File: src/rtl/fa_pkg.sv
// Shared constants and result type for the ripple-carry adder.
package fa_pkg;

  localparam int FA_WIDTH = 8;

  typedef struct packed {
    logic                cout;
    logic [FA_WIDTH-1:0] sum;
  } fa_result_t;

endpackage

File: src/rtl/full_adder.sv
// One-bit full adder cell; one stage of the ripple chain.
module full_adder (
  input  logic a,
  input  logic b,
  input  logic cin,
  output logic s,
  output logic cout
);

  assign s    = a ^ b ^ cin;
  assign cout = (a & b) | (a & cin) | (b & cin);

endmodule

File: src/rtl/fa_8bit.sv
// Registered ripple-carry adder: {cout, sum} <= a + b + cin, one-cycle latency.
module fa_8bit
  import fa_pkg::*;
#(
  parameter int WIDTH = FA_WIDTH
) (
  input  logic             clk,
  input  logic             rst,
  input  logic [WIDTH-1:0] a,
  input  logic [WIDTH-1:0] b,
  input  logic             cin,
  output logic [WIDTH-1:0] sum,
  output logic             cout
);

  logic [WIDTH:0]   carry;
  logic [WIDTH-1:0] sum_comb;

  assign carry[0] = cin;

  // Plain ripple: carry i+1 comes only from stage i, no lookahead.
  for (genvar i = 0; i < WIDTH; i++) begin : g_stage
    full_adder u_fa (
      .a    (a[i]),
      .b    (b[i]),
      .cin  (carry[i]),
      .s    (sum_comb[i]),
      .cout (carry[i+1])
    );
  end

  always_ff @(posedge clk) begin
    if (rst) begin
      sum  <= '0;
      cout <= 1'b0;
    end else begin
      sum  <= sum_comb;
      cout <= carry[WIDTH];
    end
  end

endmodule

File: config.mk
export PLATFORM = sky130hd
export DESIGN_NAME = fa_8bit
export DESIGN_NICKNAME = d
export VERILOG_FILES = /design/src/rtl/fa_pkg.sv /design/src/rtl/full_adder.sv /design/src/rtl/fa_8bit.sv
export SDC_FILE = /design/constraint.sdc
export NUM_CORES = 1
export LEC_CHECK = 0
export ABC_CLOCK_PERIOD_IN_PS = 3790
export CAP_MARGIN = 20
export CORE_UTILIZATION = 29
export DETAILED_ROUTE_END_ITERATION = 7
export GPL_ROUTABILITY_DRIVEN = 0
export GPL_TIMING_DRIVEN = 0
export HOLD_SLACK_MARGIN = 0.12
export PLACE_DENSITY = 0.71
export SLEW_MARGIN = 20
export SYNTH_ARGS = -nofsm -noshare
export SYNTH_HDL_FRONTEND = slang
export SYNTH_HIERARCHICAL = 1
export SYNTH_SLANG_ARGS = --single-unit
File: constraint.sdc
create_clock -name clk -period 3.79 [get_ports clk]
set_input_delay 0.5685 -clock clk [delete_from_list [all_inputs] [get_ports clk]]
set_output_delay 0.5685 -clock clk [all_outputs]
set_load 0.02 [all_outputs]
==> out/qor.csv <==
stage,metric,value,unit
clocking,htree_levels,1,
synthesis,avgSynthCellArea,15.3,µm²
cells_and_area,fin_nets,85,
sta,fin_worst_hold_slack,742,ps
worst_setup_path,critical_path_arrival,3850,ps
sta,clock.fmax,269,MHz
worst_setup_path,crit_path_end_kind,flip-flop,
floorplanning,die_area,0.00152,mm²
power,pwr-share-clk,26.4,%
worst_setup_path,required,3920,ps
sta,rsz0062_at_grt,no,
synthesis,yosysWarnings,6,
power,cell_internal_pwr,0.000196,W
sta,max_slew_margin,80.9,%
power,power_frac_seq,41.7,%
worst_setup_path,start_kind,input pin,
cells_and_area,layout-drive-gt1-share,19.3,%
power,power.switching,0.0000648,W
floorplanning,die_w,39.0,µm
route,drt-vias-per-instance,3.83,
sta,finalSetupTns,0,ps
route,drc_errors,0,
route,first_iter_violations,1,
route,vias,272,
route,antenna_left,0,
sta,setup_viol,0,
sta,drv_slew,0,
floorplanning,core_area,0.00119,mm²
synthesis,ys_types,3,
global_routing,grt_pass1_wl,972,µm
synthesis,ys_ff_latch,9,
floorplanning,die_height,39.0,µm
clocking,clock-sinks,9,
synthesis,yosysSeqAreaShare,45.4,%
floorplanning,start_util,33.4,%
synthesis,syn_inst,26,
placed_design,portBuffers,27,
clocking,cts-root-buf,clkbuf_4,
placed_design,dpl-instance-area,694,µm²
synthesis,netlist_area,397,µm²
route,wl_per_cell,7.90,µm
cells_and_area,area_delta_synth_final,82.3,%
power,power_leakage,0.267,nW
power,powerDensity,360,mW/mm²
global_routing,antenna_found_initial,0,
sta,fin_crit_sh,98.0,%
clocking,post_cts_buffers,0,
worst_setup_path,crit_fanout,1,
job,maxCapViolCount,0,
outcome,status,"finished, final reports clean",
floorplanning,ios,28,
clocking,clkTransAtPathRegs,50,ps
sta,finalHoldViolations,0,
cells_and_area,antenna-diode-count,0,
route,first_pass_iters,2,
global_routing,grt_max_degree,10,
route,wirelength,561,µm
sta,worst_pin_slew,286,ps
global_routing,grt_pass1_vias,268,
global_routing,track_usage,9.99,%
power,total_power,0.000261,W
synthesis,syn_nets,53,
clocking,cts_made_buffers,3,
sta,period_needed,3720,ps
cells_and_area,fin_area,723,µm²
cells_and_area,fin_util,61.0,%
floorplanning,fp-row-count,12,
clocking,clockBufferDepth,2,
power,p_sw_share,24.8,%
power,pwr-share-comb,31.9,%
min_path,hold_class,in2reg,
global_routing,overflow,0,
power,ir_worst_vdd,0.173,mV
worst_setup_path,crit_type,in2reg,
clocking,cts_tree,yes,
## through the flow
step	std cells	setup slack, ps
floorplan	26	28.0
global placement	67	-490
detailed placement	67	-505
CTS	71	14.7
global route	71	1.13
finish	71	75.0
## cell families (layout without fill, tap and decap cells)
| kind of cell | count (synthesis) | count (layout) | synth area share, % |
|---|---|---|---|
| and+or+nand+nor | 9 | 9 | 14.2 |
| DFF | 9 | 9 | 45.4 |
| adders and majority gates | 8 | 8 | 40.4 |
| buffers and inverters | 0 | 31 | 0 |
## cells in the final DEF, fill, tap and decap left out, drive strengths merged
cell type      Yosys  layout
buf                0       1
clkdlybuf4s15      0       2
clkdlybuf4s50      0      24
clkbuf             0       4
dfxtp              9       9
nor2b              9       9
fa                 8       8
## sequential cells by signal (all words and copies together) (netlist names)
signal	cells
sum	8
cout	1
## metal layers
layer	share of wire [%]	up-vias	global-route usage, %	routed length, µm
li1	-	139	-	-
met1	40	116	10.3	222
met2	53	17	16.3	298
met3	7.1	0	3.47	40
met4	0	0	7.76	0
met5	0	-	0	0
## synth_stat cells
library cell | instances | share of area [%]
fa_1 | 8 | 40
dfxtp_1 | 9 | 45
nor2b_1 | 9 | 14
## worst paths after layout
kind,start,endpoint,cells past startpoint
max,cin,sum[7],10
min,a[0],sum[0],3
## critical path, cell delays in order
cell	delay [ps]
clkdlybuf4s15_1	190
fa_2	400
fa_2	360
fa_2	350
fa_2	350
fa_2	360
fa_2	350
fa_2	360
fa_1	410
nor2b_1	130
## power groups by stage
stage	registers, W	logic [W]	clock network (W)
floorplan	0.000126	0.0000197	0
global placement	0.000111	0.0000837	0
detailed placement	0.000111	0.0000845	0
CTS	0.000109	0.0000855	0.0000723
global route	0.000110	0.0000933	0.0000757
finish	0.000109	0.0000832	0.0000687
## area by class of cell
| class | instances | area [µm²] |
|---|---|---|
| Sequential cell | 9 | 180 |
| Clock buffer | 4 | 26.3 |
| Multi-Input combinational cell | 17 | 234 |
| Fill cell | 97 | 463 |
| Timing Repair Buffer | 27 | 265 |
| Tap cell | 14 | 17.5 |
## repair_timing
action                     in CTS  in global routing
pin swaps                       7                  4
gates resized for setup        11                  0
hold endpoints to repair        0                  0
setup endpoints to repair       2                  2
hold buffers                    0                  0
No activity file was read; power rests on OpenSTA's default activity.
